==> config.mk <==
export PLATFORM = sky130hd
export DESIGN_NAME = fetch_unit_flat
export DESIGN_NICKNAME = d
export VERILOG_FILES = /design/src/rtl/fetch_pkg.sv /design/src/rtl/fetch_unit_if.sv /design/src/rtl/fetch_fifo.sv /design/src/rtl/fetch_unit.sv /design/src/flat_wrapper.sv
export SDC_FILE = /design/constraint.sdc
export NUM_CORES = 1
export LEC_CHECK = 0
export CAP_MARGIN = 20
export CORE_ASPECT_RATIO = 1.4
export CORE_MARGIN = 1.5
export CORE_UTILIZATION = 40
export DETAILED_ROUTE_END_ITERATION = 10
export SYNTH_ARGS = -nofsm -noshare
export SYNTH_HDL_FRONTEND = slang
export SYNTH_SLANG_ARGS = --single-unit
==> constraint.sdc <==
create_clock -name clk -period 11.6 [get_ports clk]
set_input_delay 2.32 -clock clk [delete_from_list [all_inputs] [get_ports clk]]
set_output_delay 2.32 -clock clk [all_outputs]
set_load 0.02 [all_outputs]
==> src/rtl/fetch_pkg.sv <==
// fetch_pkg: shared types and defaults for the instruction-fetch front end.
//   fetch_state_e    : RUN while fetching, HALT after a fault reaches the queue
//   fq_entry_t       : one fetch-queue entry {pc, inst, err}
//   RESET_PC_DEFAULT : first fetched address after reset
//   is_word_aligned  : true when the two low address bits are zero
package fetch_pkg;

  localparam int XLEN_DEFAULT = 32;
  localparam logic [XLEN_DEFAULT-1:0] RESET_PC_DEFAULT = 32'h0000_1000;

  typedef enum logic {
    RUN  = 1'b0,
    HALT = 1'b1
  } fetch_state_e;

  // Entry fields follow the package word width; the fetch unit is built at 32 bits.
  typedef struct packed {
    logic [XLEN_DEFAULT-1:0] pc;
    logic [XLEN_DEFAULT-1:0] inst;
    logic                    err;
  } fq_entry_t;

  function automatic logic is_word_aligned(input logic [1:0] addr_lo);
    return addr_lo == 2'b00;
  endfunction

endpackage

==> src/rtl/fetch_unit_if.sv <==
// fetch_unit_if: bundles the fetch unit's bus-facing signals.
//   imem_req_*  : word read request toward instruction memory
//   imem_resp_* : in-order read response (data plus access-fault flag)
//   redirect_*  : taken branch/jump pulse and its target
//   dec_*       : fetch-queue head presented to Decode with valid/ready
// The master modport is the fetch unit; slave is the memory/decode side.
interface fetch_unit_if import fetch_pkg::*; #(parameter int XLEN = XLEN_DEFAULT);

  logic            imem_req_valid;
  logic [XLEN-1:0] imem_req_addr;
  logic            imem_req_ready;
  logic            imem_resp_valid;
  logic [XLEN-1:0] imem_resp_data;
  logic            imem_resp_err;
  logic            redirect_valid;
  logic [XLEN-1:0] redirect_pc;
  logic            dec_valid;
  logic            dec_ready;
  logic [XLEN-1:0] dec_inst;
  logic [XLEN-1:0] dec_pc;
  logic            dec_err;

  modport master (
    output imem_req_valid, imem_req_addr,
    input  imem_req_ready,
    input  imem_resp_valid, imem_resp_data, imem_resp_err,
    input  redirect_valid, redirect_pc,
    output dec_valid, dec_inst, dec_pc, dec_err,
    input  dec_ready
  );

  modport slave (
    input  imem_req_valid, imem_req_addr,
    output imem_req_ready,
    output imem_resp_valid, imem_resp_data, imem_resp_err,
    output redirect_valid, redirect_pc,
    input  dec_valid, dec_inst, dec_pc, dec_err,
    output dec_ready
  );

endinterface

==> src/rtl/fetch_fifo.sv <==
// fetch_fifo: DEPTH-entry synchronous FIFO of fetch-queue entries.
//   clk, rst     : clock, synchronous active-high reset
//   flush_i      : empty the FIFO; a same-cycle push lands as the sole entry
//   push_i       : write push_data_i (caller guarantees no overflow)
//   pop_i        : drop the head entry (ignored when empty)
//   head_o       : head entry, read combinationally
//   empty_o      : no entries held
//   count_o      : number of entries held
module fetch_fifo import fetch_pkg::*; #(
  parameter int DEPTH = 4
) (
  input  logic                   clk,
  input  logic                   rst,
  input  logic                   flush_i,
  input  logic                   push_i,
  input  fq_entry_t              push_data_i,
  input  logic                   pop_i,
  output fq_entry_t              head_o,
  output logic                   empty_o,
  output logic [$clog2(DEPTH):0] count_o
);

  localparam int PW = $clog2(DEPTH);
  localparam int CW = PW + 1;

  fq_entry_t         mem_q [DEPTH];
  logic [PW-1:0]     rd_ptr_q;
  logic [PW-1:0]     wr_ptr_q;
  logic [CW-1:0]     count_q;
  logic              do_pop;
  logic [PW-1:0]     wr_idx;

  assign do_pop  = pop_i && (count_q != '0);
  assign wr_idx  = flush_i ? '0 : wr_ptr_q;
  assign head_o  = mem_q[rd_ptr_q];
  assign empty_o = (count_q == '0);
  assign count_o = count_q;

  // Pointer and occupancy bookkeeping. DEPTH is a power of two, so the
  // pointers wrap naturally. A flush restarts both pointers at slot 0.
  always_ff @(posedge clk) begin
    if (rst) begin
      rd_ptr_q <= '0;
      wr_ptr_q <= '0;
      count_q  <= '0;
    end else if (flush_i) begin
      rd_ptr_q <= '0;
      wr_ptr_q <= push_i ? PW'(1) : '0;
      count_q  <= push_i ? CW'(1) : '0;
    end else begin
      if (do_pop) rd_ptr_q <= rd_ptr_q + 1'b1;
      if (push_i) wr_ptr_q <= wr_ptr_q + 1'b1;
      count_q <= count_q + CW'(push_i) - CW'(do_pop);
    end
  end

  // Storage needs no reset: entries are only observed while counted valid.
  always_ff @(posedge clk) begin
    if (push_i) mem_q[wr_idx] <= push_data_i;
  end

endmodule

==> src/rtl/fetch_unit.sv <==
// fetch_unit: instruction-fetch front end.
//   clk, rst    : clock, synchronous active-high reset
//   bus         : fetch_unit_if.master (imem request/response, redirect, decode)
//   halted      : fetch stopped on a fault
//   fetch_count : instructions handed to Decode (wraps)
//   last_pc     : pc of the most recently delivered instruction
//   last_inst   : most recently delivered instruction word
// A credit rule (queued + in-flight < FQ_DEPTH) bounds outstanding requests so
// every response has a queue slot. Responses for requests issued before a
// redirect are counted off by a drop counter and discarded.
module fetch_unit import fetch_pkg::*; #(
  parameter int              XLEN     = XLEN_DEFAULT,
  parameter logic [XLEN-1:0] RESET_PC = RESET_PC_DEFAULT,
  parameter int              FQ_DEPTH = 4
) (
  input  logic             clk,
  input  logic             rst,
  fetch_unit_if.master     bus,
  output logic             halted,
  output logic [31:0]      fetch_count,
  output logic [XLEN-1:0]  last_pc,
  output logic [XLEN-1:0]  last_inst
);

  localparam int CW = $clog2(FQ_DEPTH) + 1;
  localparam logic [CW:0] DEPTH_LIM = (CW + 1)'(FQ_DEPTH);

  fetch_state_e    state_q, state_d;
  logic [XLEN-1:0] pc_q, pc_d;
  logic [XLEN-1:0] resp_pc_q, resp_pc_d;
  logic [CW-1:0]   inflight_q, inflight_d;
  logic [CW-1:0]   drop_q, drop_d;
  logic [31:0]     fetch_count_q;
  logic [XLEN-1:0] last_pc_q, last_inst_q;

  logic            fifo_flush, fifo_push, fifo_pop, fifo_empty;
  fq_entry_t       fifo_wdata, fifo_head;
  logic [CW-1:0]   fifo_count;
  logic            credit_ok, req_fire;

  fetch_fifo #(.DEPTH(FQ_DEPTH)) u_fifo (
    .clk         (clk),
    .rst         (rst),
    .flush_i     (fifo_flush),
    .push_i      (fifo_push),
    .push_data_i (fifo_wdata),
    .pop_i       (fifo_pop),
    .head_o      (fifo_head),
    .empty_o     (fifo_empty),
    .count_o     (fifo_count)
  );

  // Request issue is blocked during reset, while halted, in a redirect cycle,
  // and whenever the queue could not absorb one more response.
  assign credit_ok          = ({1'b0, fifo_count} + {1'b0, inflight_q}) < DEPTH_LIM;
  assign bus.imem_req_valid = !rst && (state_q == RUN) && !bus.redirect_valid && credit_ok;
  assign bus.imem_req_addr  = pc_q;
  assign req_fire           = bus.imem_req_valid && bus.imem_req_ready;

  assign bus.dec_valid = !fifo_empty;
  assign bus.dec_pc    = bus.dec_valid ? fifo_head.pc   : '0;
  assign bus.dec_inst  = bus.dec_valid ? fifo_head.inst : '0;
  assign bus.dec_err   = bus.dec_valid && fifo_head.err;
  assign fifo_pop      = bus.dec_valid && bus.dec_ready;

  assign halted      = (state_q == HALT);
  assign fetch_count = fetch_count_q;
  assign last_pc     = last_pc_q;
  assign last_inst   = last_inst_q;

  // Next-state logic. A redirect overrides everything else in its cycle: the
  // queue is flushed, this cycle's response is consumed without enqueueing,
  // and whatever is still in flight afterwards becomes the drop count. A
  // misaligned target is reported as a single faulting entry.
  always_comb begin
    state_d    = state_q;
    pc_d       = pc_q;
    resp_pc_d  = resp_pc_q;
    drop_d     = drop_q;
    fifo_flush = 1'b0;
    fifo_push  = 1'b0;
    fifo_wdata = '0;
    inflight_d = inflight_q + CW'(req_fire) - CW'(bus.imem_resp_valid);

    if (bus.redirect_valid) begin
      fifo_flush = 1'b1;
      pc_d       = bus.redirect_pc;
      resp_pc_d  = bus.redirect_pc;
      drop_d     = inflight_d;
      state_d    = RUN;
      if (!is_word_aligned(bus.redirect_pc[1:0])) begin
        fifo_push  = 1'b1;
        fifo_wdata = '{pc: bus.redirect_pc, inst: '0, err: 1'b1};
        state_d    = HALT;
      end
    end else begin
      if (req_fire) pc_d = pc_q + XLEN'(4);
      if (bus.imem_resp_valid) begin
        if (drop_q != '0) begin
          drop_d = drop_q - 1'b1;
        end else if (state_q == RUN) begin
          fifo_push  = 1'b1;
          fifo_wdata = '{pc: resp_pc_q, inst: bus.imem_resp_data, err: bus.imem_resp_err};
          resp_pc_d  = resp_pc_q + XLEN'(4);
          if (bus.imem_resp_err) state_d = HALT;
        end
      end
    end
  end

  // State registers plus the delivery counters, which only move on a
  // Decode handshake (a handshake in a redirect cycle still counts).
  always_ff @(posedge clk) begin
    if (rst) begin
      state_q       <= RUN;
      pc_q          <= RESET_PC;
      resp_pc_q     <= RESET_PC;
      inflight_q    <= '0;
      drop_q        <= '0;
      fetch_count_q <= '0;
      last_pc_q     <= '0;
      last_inst_q   <= '0;
    end else begin
      state_q    <= state_d;
      pc_q       <= pc_d;
      resp_pc_q  <= resp_pc_d;
      inflight_q <= inflight_d;
      drop_q     <= drop_d;
      if (fifo_pop) begin
        fetch_count_q <= fetch_count_q + 32'd1;
        last_pc_q     <= fifo_head.pc;
        last_inst_q   <= fifo_head.inst;
      end
    end
  end

endmodule

==> src/flat_wrapper.sv <==
// flat-port wrapper written by rule: the top's interface ports become plain ports
module fetch_unit_flat import fetch_pkg::*;
#(
  parameter int              XLEN     = XLEN_DEFAULT,
  parameter logic [XLEN-1:0] RESET_PC = RESET_PC_DEFAULT,
  parameter int              FQ_DEPTH = 4
)
  (clk, rst, halted, fetch_count, last_pc, last_inst, bus_imem_req_valid, bus_imem_req_addr, bus_imem_req_ready, bus_imem_resp_valid, bus_imem_resp_data, bus_imem_resp_err, bus_redirect_valid, bus_redirect_pc, bus_dec_valid, bus_dec_inst, bus_dec_pc, bus_dec_err, bus_dec_ready);
  fetch_unit_if #(.XLEN(XLEN)) bus_i ();
  input  logic clk;
  input  logic rst;
  output logic halted;
  output logic [31:0] fetch_count;
  output logic [XLEN-1:0] last_pc;
  output logic [XLEN-1:0] last_inst;
  output wire logic [$bits(bus_i.imem_req_valid)-1:0] bus_imem_req_valid;
  output wire logic [$bits(bus_i.imem_req_addr)-1:0] bus_imem_req_addr;
  input wire logic [$bits(bus_i.imem_req_ready)-1:0] bus_imem_req_ready;
  input wire logic [$bits(bus_i.imem_resp_valid)-1:0] bus_imem_resp_valid;
  input wire logic [$bits(bus_i.imem_resp_data)-1:0] bus_imem_resp_data;
  input wire logic [$bits(bus_i.imem_resp_err)-1:0] bus_imem_resp_err;
  input wire logic [$bits(bus_i.redirect_valid)-1:0] bus_redirect_valid;
  input wire logic [$bits(bus_i.redirect_pc)-1:0] bus_redirect_pc;
  output wire logic [$bits(bus_i.dec_valid)-1:0] bus_dec_valid;
  output wire logic [$bits(bus_i.dec_inst)-1:0] bus_dec_inst;
  output wire logic [$bits(bus_i.dec_pc)-1:0] bus_dec_pc;
  output wire logic [$bits(bus_i.dec_err)-1:0] bus_dec_err;
  input wire logic [$bits(bus_i.dec_ready)-1:0] bus_dec_ready;
  assign bus_imem_req_valid = bus_i.imem_req_valid;
  assign bus_imem_req_addr = bus_i.imem_req_addr;
  assign bus_i.imem_req_ready = bus_imem_req_ready;
  assign bus_i.imem_resp_valid = bus_imem_resp_valid;
  assign bus_i.imem_resp_data = bus_imem_resp_data;
  assign bus_i.imem_resp_err = bus_imem_resp_err;
  assign bus_i.redirect_valid = bus_redirect_valid;
  assign bus_i.redirect_pc = bus_redirect_pc;
  assign bus_dec_valid = bus_i.dec_valid;
  assign bus_dec_inst = bus_i.dec_inst;
  assign bus_dec_pc = bus_i.dec_pc;
  assign bus_dec_err = bus_i.dec_err;
  assign bus_i.dec_ready = bus_dec_ready;
  fetch_unit #(.XLEN(XLEN), .RESET_PC(RESET_PC), .FQ_DEPTH(FQ_DEPTH)) u_core (.clk(clk), .rst(rst), .bus(bus_i), .halted(halted), .fetch_count(fetch_count), .last_pc(last_pc), .last_inst(last_inst));
endmodule
==> results.cfg <==
[sta]
worstMarginPinSlew_ns = 1.06
fin_crit_ns = 6.47
fmax_ghz = 0.155
fin_crit_sh = 0.558
finalSetupViolCount = 0
slew_violations = 0
slew_headroom = 0.293
grt_setup_unrepaired = false
final-hold-violation-count = 0
setup-tns-final_ns = 0
fin_skew_ns = 0.0156

[outcome]
outcome = complete, no violations

[placed_design]
portBuffers = 266
placedCellCount = 2275
routabilityCongestion = 0.864
dpl.hpwl_mm = 29.0

[die]
coreArea_sq_um = 45000
start_util = 0.406
ios = 267
row_count = 92
die_w_microns = 184
die_y_microns = 256
die_area_sq_um = 47000

[logic_synthesis]
synth_nets = 1558
netlist_instances = 1474
muxShareOfSynthArea = 0.0837
ys_ff_latch = 436
synthXorXnorAreaFrac = 0.0336
synth_compound_area_frac = 0.0744
synth-simple-area-share = 0.152
synth_top_family_by_area = simple AND/OR/NAND/NOR gates
synth_fa_ha_area_frac = 0.00972
synth-async-reset-ratio = 0
synth_flop_cell = edfxtp_1
ys_seq_area_frac = 0.620
syn_area_sq_um = 18300
synth_edf_count = 260
ys_warn_count = 0
postSynthAreaPerCell_sq_um = 12.4
synth_cell_type_count = 60

[clock_network]
clk_latency_ns = 0.55
clock_path_buffers = 3
cts_made_buffers = 43
cts_tree = done
cts_setup_buffers = 0
root_buffer = clkbuf_16
ctsHoldBuffers = 0
cts.sinks = 436
cts-resized-gates = 0
htreeDepth = 2
clk_pin_slew_ns = 0.06

[setup_path]
crit_required_ns = 9.28
r2r-start = u_core.drop_q[0]
endpoint_kind = output pin
path_max_fanout = 44
arrival_ns = 4.15
cp_common_cell = clkdlybuf4s50_1
path_cells = clkdlybuf4s50_1 -> buf_4 -> nor2_1 -> and3_1 -> clkdlybuf4s50_1
critical_path_class = in -> out
crit_buf_inv = 3
startpoint_type = input pin
worst_path_largest_cell_delay_ns = 0.57
cp_top_family = buffers and inverters
worstSetupStartpoint = bus_redirect_valid
cp_slowest_cell = clkdlybuf4s50_1

[drt]
vias_per_cell = 5.24
drt.antenna.violating_nets = 0
wl_mm = 45.1
drtIter0Drc = 713
drt-pass1-iter-count = 6
avgRoutedWirePerCell_microns = 19.1
via_count = 12351
drc = 0

[finish]
layout.nets = 1795
stdcell_count = 2357
drive_gt1_frac = 0.111
diodes = 0
areaGrowthSynthToFinish_pct = 26.1
filler_cell_count = 3964

[global_routing]
grt_max_degree = 86
grt_overflow = 0
grt_pass1_wl_mm = 70.0
grt_pass1_vias = 12265
antenna_found_initial = 0
grt.total_usage = 0.191

[power]
powerDensity_nw_per_um2 = 164
p_leak_nw = 7.70
peakVddDrop_mv = 0.101

[flow_run]
cap_violations = 0

[hold_path]
hold_class = reg -> reg
min_from = u_core.last_inst[12]
[through the flow]
stage	worst slack [ns]	utilization	power (mW)	area [sq um]	hold WS [ns]
after floorplan	1.53	-	2.10	18300	0.437
after global placement	5.13	0.477	2.33	21500	0.443
after detailed placement	5.13	0.477	2.34	21500	0.447
after CTS	5.13	0.512	3.83	23000	0.456
after global routing	5.08	0.512	3.94	23000	0.472
final	5.13	0.512	3.79	23000	0.452
[state kept, by name, indices dropped and copies added (netlist names), named ones only]
signal,flops
u_core.bus.imem_req_addr,32
u_core.drop_q,3
u_core.fetch_count,32
u_core.halted,1
u_core.inflight_q,3
u_core.last_inst,32
u_core.last_pc,32
u_core.resp_pc_q,32
u_core.u_fifo.count_o,3
u_core.u_fifo.mem_q,260
u_core.u_fifo.rd_ptr_q,2
u_core.u_fifo.wr_ptr_q,2
[cells in the mapped netlist, types with 3 or more instances]
cell type  number  area, sq um
xor2_1         17          149
nand2_1       205          769
mux4_2         65         1460
nor4_2          4         50.1
o21a_1          4         30.0
nor3_1         26          130
nor4_1          9         56.3
nor2_1         95          357
xnor2_1        53          464
nor3_2          5         50.1
nand3_1        23          115
edfxtp_1      260         7810
inv_1          26         97.6
and4_1          7         61.3
ha_1           11          138
or3_1           6         37.5
and2_1         70          438
a21boi_0        9         67.6
and3_1         45          282
a32oi_1         3         26.3
dfxtp_1       176         3520
nand4_1        30          188
or4_4           3         33.8
or4_1           3         22.5
clkbuf_1       72          270
mux2_2          4         45.0
o21ai_0        20          100
a211oi_1       16          120
nor4b_2         3         45.0
a31oi_1        20          125
buf_2          16         80.1
a21oi_1        99          495
a22o_1         30          263
[cell families (layout without fill, tap and decap cells)]
group                      count (synthesis)  in the layout
AOI/OAI and AO/OA                        217            217
muxes                                     71             71
DFF                                      436            436
and+or+nand+nor                          548            548
buffers and inverters                    119            391
adders and majority gates                 13             13
xor gates and xnor gates                  70             70
[routing by layer]
metal,track usage,part of all wire
met1,0.243,0.42
met2,0.337,0.51
met3,0.0250,0.041
met4,0.0581,0.028
met5,0,0
[worst paths after layout]
kind	slack, ns	cells after the start	endpoint
worst min register to register	0.45	2	u_core.last_inst[12]
worst max-delay path	5.13	5	bus_imem_req_valid
worst min-delay path	0.45	2	u_core.last_inst[12]
worst max register to register	8.04	8	u_core.u_fifo.mem_q[2][26]
[cell usage in the layout (no fill, tap or decap), drive strengths merged, types with 11 or more instances in the layout]
cell type,netlist,final
a211oi,16,16
a21oi,99,99
a22o,30,30
a31oi,20,20
and2,70,70
and3,45,45
buf,19,17
clkbuf,72,66
clkdlybuf4s50,0,265
dfxtp,176,176
edfxtp,260,260
ha,11,11
inv,28,29
mux4,65,65
nand2,205,205
nand3,24,24
nand4,31,31
nor2,95,95
nor3,33,33
nor4,13,13
o21ai,20,20
xnor2,53,53
xor2,17,17
[area by class of cell]
type | instances | area (sq um) | share of cell area
well taps | 611 | 764 | 0.0332
repair buffers | 283 | 2800 | 0.121
clock buffers | 65 | 1350 | 0.0584
multi-input cells | 919 | 6500 | 0.282
flip-flops and latches | 436 | 11300 | 0.492
clock inverters | 15 | 195 | 0.00847
inverters | 28 | 105 | 0.00456
[tightest hold or removal path: stages (launching register included)]
cell     delay (ns)
dfxtp_1        0.31
nand2_1        0.05
a21oi_1        0.05
[where the power goes]
group	internal (mW)	leakage (nW)	switching, mW	total, mW
logic	0.233	3.05	0.304	0.537
clock network	0.896	0.760	0.589	1.48
registers	1.72	3.89	0.0461	1.77
No activity file was read; power rests on OpenSTA's default activity.
